<file path="src/rtl/adc_scan_ctrl.sv">
// Scan sequencer for the 8-bit SAR ADC: walks a masked channel set, settles, converts, stores.
// Define ADC_AVG4_EN to convert each channel four times and store the truncated mean.
module adc_scan_ctrl #(
    parameter int unsigned NCH         = 4,
    parameter int unsigned SETTLE_CYC  = 8,
    parameter int unsigned TIMEOUT_CYC = 64,
    localparam int unsigned CW         = (NCH > 1) ? $clog2(NCH) : 1
) (
    input  logic           clk,
    input  logic           rst_n,
    input  logic           start,
    input  logic           cont,
    input  logic [NCH-1:0] ch_mask,
    output logic           soc,
    input  logic           eoc,
    input  logic [7:0]     adc_data,
    output logic           adc_ena,
    output logic [CW-1:0]  ch_sel,
    output logic           res_valid,
    output logic [CW-1:0]  res_ch,
    output logic [7:0]     res_data,
    input  logic [CW-1:0]  rd_ch,
    output logic [7:0]     rd_data,
    output logic           busy,
    output logic           done,
    output logic           err
);

    localparam int unsigned SW = $clog2(SETTLE_CYC + 1);
    localparam int unsigned TW = $clog2(TIMEOUT_CYC + 1);

    typedef enum logic [2:0] {StIdle, StSettle, StConv, StWait, StStore} state_e;

    state_e         state_q, state_d;
    logic [NCH-1:0] mask_q, mask_d;
    logic [CW-1:0]  ch_sel_q, ch_sel_d;
    logic [SW-1:0]  settle_q, settle_d;
    logic [TW-1:0]  timer_q, timer_d;
    logic           eoc_q;
    logic           soc_q, soc_d;
    logic           ena_q, ena_d;
    logic           done_q, done_d;
    logic           err_q, err_d;
    logic           res_valid_q, res_valid_d;
    logic [CW-1:0]  res_ch_q, res_ch_d;
    logic [7:0]     res_data_q, res_data_d;
    logic [7:0]     regs_q [NCH];

    logic           eoc_rise;
    logic           advance;
    logic           wr_en;
    logic           next_found;
    logic [CW-1:0]  next_ch;
    logic           conv_last;
    logic [7:0]     conv_val;

`ifdef ADC_AVG4_EN
    logic [1:0]     idx_q, idx_d;
    logic [9:0]     acc_q, acc_d;
    logic [9:0]     acc_sum;

    assign acc_sum   = acc_q + {2'b00, adc_data};
    assign conv_last = (idx_q == 2'd3);
    assign conv_val  = acc_sum[9:2];
`else
    assign conv_last = 1'b1;
    assign conv_val  = adc_data;
`endif

    // Only a genuine low-to-high transition completes; a level left over never does.
    assign eoc_rise = eoc & ~eoc_q;

    function automatic logic [CW-1:0] lowest_set(input logic [NCH-1:0] m);
        lowest_set = '0;
        for (int i = NCH - 1; i >= 0; i--) begin
            if (m[i]) lowest_set = CW'(i);
        end
    endfunction

    always_comb begin
        next_found = 1'b0;
        next_ch    = '0;
        for (int i = NCH - 1; i >= 0; i--) begin
            if (mask_q[i] && (i > int'(ch_sel_q))) begin
                next_found = 1'b1;
                next_ch    = CW'(i);
            end
        end
    end

    always_comb begin
        state_d     = state_q;
        mask_d      = mask_q;
        ch_sel_d    = ch_sel_q;
        settle_d    = settle_q;
        timer_d     = timer_q;
        err_d       = err_q;
        done_d      = 1'b0;
        res_valid_d = 1'b0;
        res_ch_d    = res_ch_q;
        res_data_d  = res_data_q;
        wr_en       = 1'b0;
        advance     = 1'b0;
`ifdef ADC_AVG4_EN
        idx_d       = idx_q;
        acc_d       = acc_q;
`endif
        unique case (state_q)
            StIdle: begin
                if (start && (ch_mask != '0)) begin
                    mask_d   = ch_mask;
                    err_d    = 1'b0;
                    ch_sel_d = lowest_set(ch_mask);
                    settle_d = '0;
                    state_d  = StSettle;
                end
            end
            StSettle: begin
`ifdef ADC_AVG4_EN
                idx_d = '0;
                acc_d = '0;
`endif
                if (settle_q == SW'(SETTLE_CYC - 1)) begin
                    state_d = StConv;
                end else begin
                    settle_d = settle_q + 1'b1;
                end
            end
            StConv: begin
                // Timer holds the number of cycles elapsed since soc.
                timer_d = TW'(1);
                state_d = StWait;
            end
            StWait: begin
                if (eoc_rise) begin
`ifdef ADC_AVG4_EN
                    acc_d = acc_sum;
                    idx_d = idx_q + 2'd1;
`endif
                    if (conv_last) begin
                        state_d     = StStore;
                        res_valid_d = 1'b1;
                        res_ch_d    = ch_sel_q;
                        res_data_d  = conv_val;
                        wr_en       = 1'b1;
                    end else begin
                        state_d = StConv;
                    end
                end else if (timer_q >= TW'(TIMEOUT_CYC - 1)) begin
                    err_d   = 1'b1;
                    advance = 1'b1;
                end else begin
                    timer_d = timer_q + 1'b1;
                end
            end
            StStore: advance = 1'b1;
            default: state_d = StIdle;
        endcase

        if (advance) begin
            settle_d = '0;
            if (next_found) begin
                ch_sel_d = next_ch;
                state_d  = StSettle;
            end else if (cont) begin
                ch_sel_d = lowest_set(mask_q);
                state_d  = StSettle;
            end else begin
                state_d = StIdle;
                done_d  = 1'b1;
            end
        end
    end

    // Handshake outputs come straight from flops so soc cannot glitch.
    assign soc_d = (state_d == StConv);
    assign ena_d = (state_d != StIdle);

    always_ff @(posedge clk or negedge rst_n) begin
        if (!rst_n) begin
            state_q     <= StIdle;
            mask_q      <= '0;
            ch_sel_q    <= '0;
            settle_q    <= '0;
            timer_q     <= '0;
            eoc_q       <= 1'b0;
            soc_q       <= 1'b0;
            ena_q       <= 1'b0;
            done_q      <= 1'b0;
            err_q       <= 1'b0;
            res_valid_q <= 1'b0;
            res_ch_q    <= '0;
            res_data_q  <= '0;
            for (int i = 0; i < NCH; i++) regs_q[i] <= '0;
        end else begin
            state_q     <= state_d;
            mask_q      <= mask_d;
            ch_sel_q    <= ch_sel_d;
            settle_q    <= settle_d;
            timer_q     <= timer_d;
            eoc_q       <= eoc;
            soc_q       <= soc_d;
            ena_q       <= ena_d;
            done_q      <= done_d;
            err_q       <= err_d;
            res_valid_q <= res_valid_d;
            res_ch_q    <= res_ch_d;
            res_data_q  <= res_data_d;
            if (wr_en) regs_q[ch_sel_q] <= conv_val;
        end
    end

`ifdef ADC_AVG4_EN
    always_ff @(posedge clk or negedge rst_n) begin
        if (!rst_n) begin
            idx_q <= '0;
            acc_q <= '0;
        end else begin
            idx_q <= idx_d;
            acc_q <= acc_d;
        end
    end
`endif

    assign soc       = soc_q;
    assign adc_ena   = ena_q;
    assign busy      = ena_q;
    assign ch_sel    = ch_sel_q;
    assign res_valid = res_valid_q;
    assign res_ch    = res_ch_q;
    assign res_data  = res_data_q;
    assign done      = done_q;
    assign err       = err_q;
    assign rd_data   = (int'(rd_ch) < int'(NCH)) ? regs_q[rd_ch] : 8'h00;

endmodule

</file>
<file path="config.mk">
export PLATFORM = sky130hd
export DESIGN_NAME = adc_scan_ctrl
export DESIGN_NICKNAME = d
export VERILOG_FILES = /design/src/rtl/adc_scan_ctrl.sv
export SDC_FILE = /design/constraint.sdc
export NUM_CORES = 1
export LEC_CHECK = 0
export BUFFER_PORTS_ARGS = -buffer_cell sky130_fd_sc_hd__buf_4
export CORE_ASPECT_RATIO = 0.8
export CORE_MARGIN = 2
export CORE_UTILIZATION = 40
export CTS_BUF_LIST = sky130_fd_sc_hd__clkbuf_8
export DETAILED_ROUTE_END_ITERATION = 12
export SLEW_MARGIN = 10
export SYNTH_ARGS = -nofsm -noshare
export SYNTH_HDL_FRONTEND = slang
export SYNTH_SLANG_ARGS = --single-unit
</file>
<file path="constraint.sdc">
create_clock -name clk -period 2.46 [get_ports clk]
set_input_delay 0.246 -clock clk [delete_from_list [all_inputs] [get_ports clk]]
set_output_delay 0.246 -clock clk [all_outputs]
set_load 0.05 [all_outputs]
</file>
After elaboration in Yosys (flattened, before gate mapping)
Index checks and enable logic that the tools add are counted.

Flip-flop bits (word level): 68. Bits of input ports: 19. Output and inout port bits: 26. Word-level logic and storage cells: 109.

$add $sub $neg: 2. $lt $le $gt $ge: 7. Equal/unequal tests: 12. Multiplexer cells: 51. Bitwise gates (word level): 4. Reductions and logical operators: 16.

Operator list (number): $bwmux 32 (1); $mux 2 (16); $mux 8 (3); $bmux 8 s2 (1); $demux 8 s2 (1); $mux 1 (15); $pmux 3 s5 (1); $mux 7 (2); $pmux 7 s2 (1); $mux 3 (4); $mux 4 (3); $eq 3x2->1 const B (3); $ne 2x2->1 const B (4); $pmux 4 s2 (1); $add 7x1->7 const B (1); $ge 7x6->1 const B (1); $ge 3x3->1 const B (2); $ne 3x3->1 const B (2); $not 2->3 (2); $reduce_and 3->1 (2); $reduce_bool 3->1 (2); $logic_and 1x1->1 (5); $add 4x1->4 const B (1); $eq 4x3->1 const B (1); 13 further kinds (17).

Longest topological paths before layout
Depth after elaboration: 9. Gate-level depth with buffers: 7.

Worst setup path before layout
OpenSTA, ideal clock, no wires.

Path kind: register to register. Start: register state_q[2]. End: register regs_q[16] (netlist name). Data arrival time: 1.670 ns. Path slack: 0.665 ns. Cell stages (with the launch flop): 8. Path buffers: 2. Path through: dfrtp_1 -> buf_4 -> and3b_1 -> and2_1 -> buf_2 -> nand2_1 -> nor2_4 -> mux2_2.

Word-level cells in the longest chain between the ends: 2.

Ends and longest elaborated chain: start, declared (line 34) `state_e state_q, state_d;`; start signal, assigned (line 181) `state_q <= StIdle;`; start signal, assigned (line 196) `state_q <= state_d;`; $eq 3x2->1 (line 108) `unique case (state_q)`; $mux 1 (line 108); end signal, assigned by index (line 209) `if (wr_en) regs_q[ch_sel_q] <= conv_val;`; end, declared (line 47) `logic [7:0] regs_q [NCH];`.

Every way passes these cells. A chain may end at the register's enable or synchronous reset.

Worst setup path in the final report
Start: register state_q[0]. End: register regs_q[30] (netlist name).

The elaborated chain is that of the path after synthesis.

==> reports/qor.yml <==
viasPerCell: 5.14
first_pass_iters: 4
slew_viol_final: 0
cts_resized: 0
irDropWorstVdd_mv: 0.588
nets: 316
grt_overflow: 0
dp_cells: 389
synth_seq_area_share_pct: 54.2
cts_setup_buffers: 0
grt_antenna_before_repair: 0
power.density_nw_per_um2: 1230
final_cell_mix: "68 x dfrtp_1, 48 x buf_4, 45 x mux2_2"
drive_gt1_share_pct: 41.0
synth_cells: 246
crit_fanout: 11
synthToLayoutAreaGrowth_pct: 20.3
path_class: "register to register"
cts_sinks: 68
num_io_pins: 45
num_vias: 2082
drc: 0
timing.rr.end: "regs_q[30]$_DFFE_PN0P_"
seq_area_um2: 1700
gp_congestion: 0.724
skew_ns: 0.0111
clk_pin_slew_ns: 0.08
fp.dieArea_um2: 8570
worst_pin_slew_ns: 0.856
p_leak_nw: 1.78
rsz0062_at_grt: "no"
hold_path_class: "primary input to async pin"
synth_warnings: 0
cts_tree: "done"
clockBufferDepth: 2
clock_power_share_pct: 19.7
final_common_cell: "dfrtp_1"
grt_max_degree: 69
period_needed_ns: 1.98
synth.avg_cell_area_um2: 12.8
ys.flop_type: "dfrtp_1"
tns_ns: 0
port_buffers: 44
insertion_delay_ns: 0.33
fillerInstances: 691
grt_pass1_vias: 2053
slew_headroom_pct: 43.0
fin_crit_sh_pct: 80.4
numCtsBuffers: 9
netSwitchingPower_mw: 1.83
cpLargestDelayFamily: "simple AND/OR/NAND/NOR gates"
first_iter_violations: 126
start_util_pct: 41.9
cp_cell_sequence: "and3b_1 > and2_1 > buf_4 > nand3_2 > mux2_2"
cp-start-kind: "register"
num_rows: 28
drt_wl_total_mm: 6.30
wl_per_cell_um: 15.6
endpoint_kind: "register"
fmax_mhz: 505
path_buf_inv: 1
cts_hold_buf: 0
multiInputGateArea_um2: 1350
async_reset_ff_share_pct: 100
dp_hpwl_mm: 4.34
reg2reg_depth: 5
final_cells: 405
reg2reg_setup_slack_ns: 0.48
hold_viol_final: 0
ys_ff_latch: 68
synth_area_um2: 3140
synth_edf_count: 0
swShare_pct: 39.4
grt_pass1_wl_mm: 10.6
die_w_um: 103
syn_nets: 267
max_cap_violations: 0
cts_root_buffer: "clkbuf_8"
dieHeight_um: 83.2
slowest_stage: "dfrtp_1"
htree_levels: 3
status: "finished clean"
cp_data_required_time_ns: 2.67
ys_types: 49
grt_usage_pct: 16.1
max_stage_delay_ns: 0.52
final-setup-viol-count: 0
cp_data_arrival_time_ns: 2.19
internal_power_mw: 2.83
p_seq_share_pct: 40.6
diodes: 0
postRouteAntennaNets: 0
regToRegStartpoint: "state_q[0]$_DFF_PN0_"
comb_power_share_pct: 39.7
coreArea_um2: 7500
cells by family (layout without fill, tap and decap cells):
family                     Yosys count  count (layout)  share of synthesized area [%]
and+or+nand+nor                     68              68                           11.7
AOI/OAI and AO/OA                   35              35                           7.82
buffers and inverters               17              71                           2.63
muxes                               56              56                           22.8
DFF                                 68              68                           54.2
adders and majority gates            2               2                          0.797
per-stage QoR:
stage / setup WS (ns) / utilization, % / hold slack [ns] / power [mW] / area [um^2]
5_1_grt: 0.281 / 50.4 / 0.0110 / 4.97 / 3770
6_report: 0.481 / 50.4 / 0.0139 / 4.66 / 3770
2_1_floorplan: 0.665 / - / -0.0496 / 3.24 / 3140
3_3_place_gp: 0.521 / 47.7 / 0.364 / 3.74 / 3570
4_1_cts: 0.474 / 50.4 / 0.0150 / 4.71 / 3770
3_5_place_dp: 0.491 / 47.7 / 0.366 / 3.77 / 3570
metal layers:
| layer | track usage [%] | up-vias | share of wire [%] |
|---|---|---|---|
| li1 | - | 998 | - |
| met1 | 24.0 | 1038 | 51 |
| met2 | 22.4 | 39 | 44 |
| met3 | 5.13 | 7 | 3.6 |
| met4 | 4.55 | 0 | 1.4 |
| met5 | 0 | - | 0 |
registers in the layout, indices dropped and copies added, names as in the netlist:
name / flops
adc_ena: 1
res_valid: 1
timer_q: 7
soc: 1
res_ch: 2
regs_q: 32
err: 1
res_data: 8
state_q: 3
mask_q: 4
done: 1
ch_sel: 2
settle_q: 4
eoc_q: 1
worst max-delay path by stage:
stage                                        end  cells after the start            startpoint
after floorplan           regs_q[16]$_DFFE_PN0P_                      7  state_q[2]$_DFF_PN0_
after global placement    regs_q[13]$_DFFE_PN0P_                      4  state_q[0]$_DFF_PN0_
after detailed placement  regs_q[13]$_DFFE_PN0P_                      4  state_q[2]$_DFF_PN0_
after CTS                 regs_q[13]$_DFFE_PN0P_                      4  state_q[0]$_DFF_PN0_
after global routing      regs_q[13]$_DFFE_PN0P_                      4  state_q[0]$_DFF_PN0_
final                     regs_q[30]$_DFFE_PN0P_                      5  state_q[0]$_DFF_PN0_
power groups by stage:
stage / sequential [mW] / clock [mW] / combinational (mW)
2_1_floorplan: 2.16 / 0 / 1.09
3_3_place_gp: 1.90 / 0 / 1.84
5_1_grt: 1.97 / 1.00 / 2.00
4_1_cts: 1.89 / 0.949 / 1.87
3_5_place_dp: 1.91 / 0 / 1.86
6_report: 1.89 / 0.918 / 1.85
cells in the mapped netlist (all sizes together), types with 2 or more instances:
| cell | number | area [um^2] |
|---|---|---|
| o41ai | 2 | 25.0 |
| clkbuf | 3 | 11.3 |
| nand3 | 4 | 30.0 |
| inv | 7 | 26.3 |
| nor2b | 4 | 25.0 |
| ha | 2 | 25.0 |
| a31oi | 3 | 18.8 |
| mux4 | 8 | 180 |
| buf | 7 | 45.0 |
| mux2 | 45 | 507 |
| and2 | 5 | 31.3 |
| nor3 | 5 | 25.0 |
| and3 | 2 | 12.5 |
| nand4 | 3 | 18.8 |
| nand2b | 5 | 31.3 |
| a21oi | 11 | 55.1 |
| nand2 | 14 | 52.6 |
| mux2i | 3 | 30.0 |
| o21ai | 6 | 30.0 |
| dfrtp | 68 | 1700 |
| nor2 | 17 | 71.3 |
final cells by class:
cell class / instances / area share, %
flip-flops and latches: 68 / 45.1
inverters: 7 / 0.696
clock inverters: 6 / 1.69
well taps: 105 / 3.48
repair buffers: 48 / 9.55
clock buffers: 10 / 3.65
multi-input cells: 161 / 35.9
Note: power is estimated with default switching activity, not from simulation.
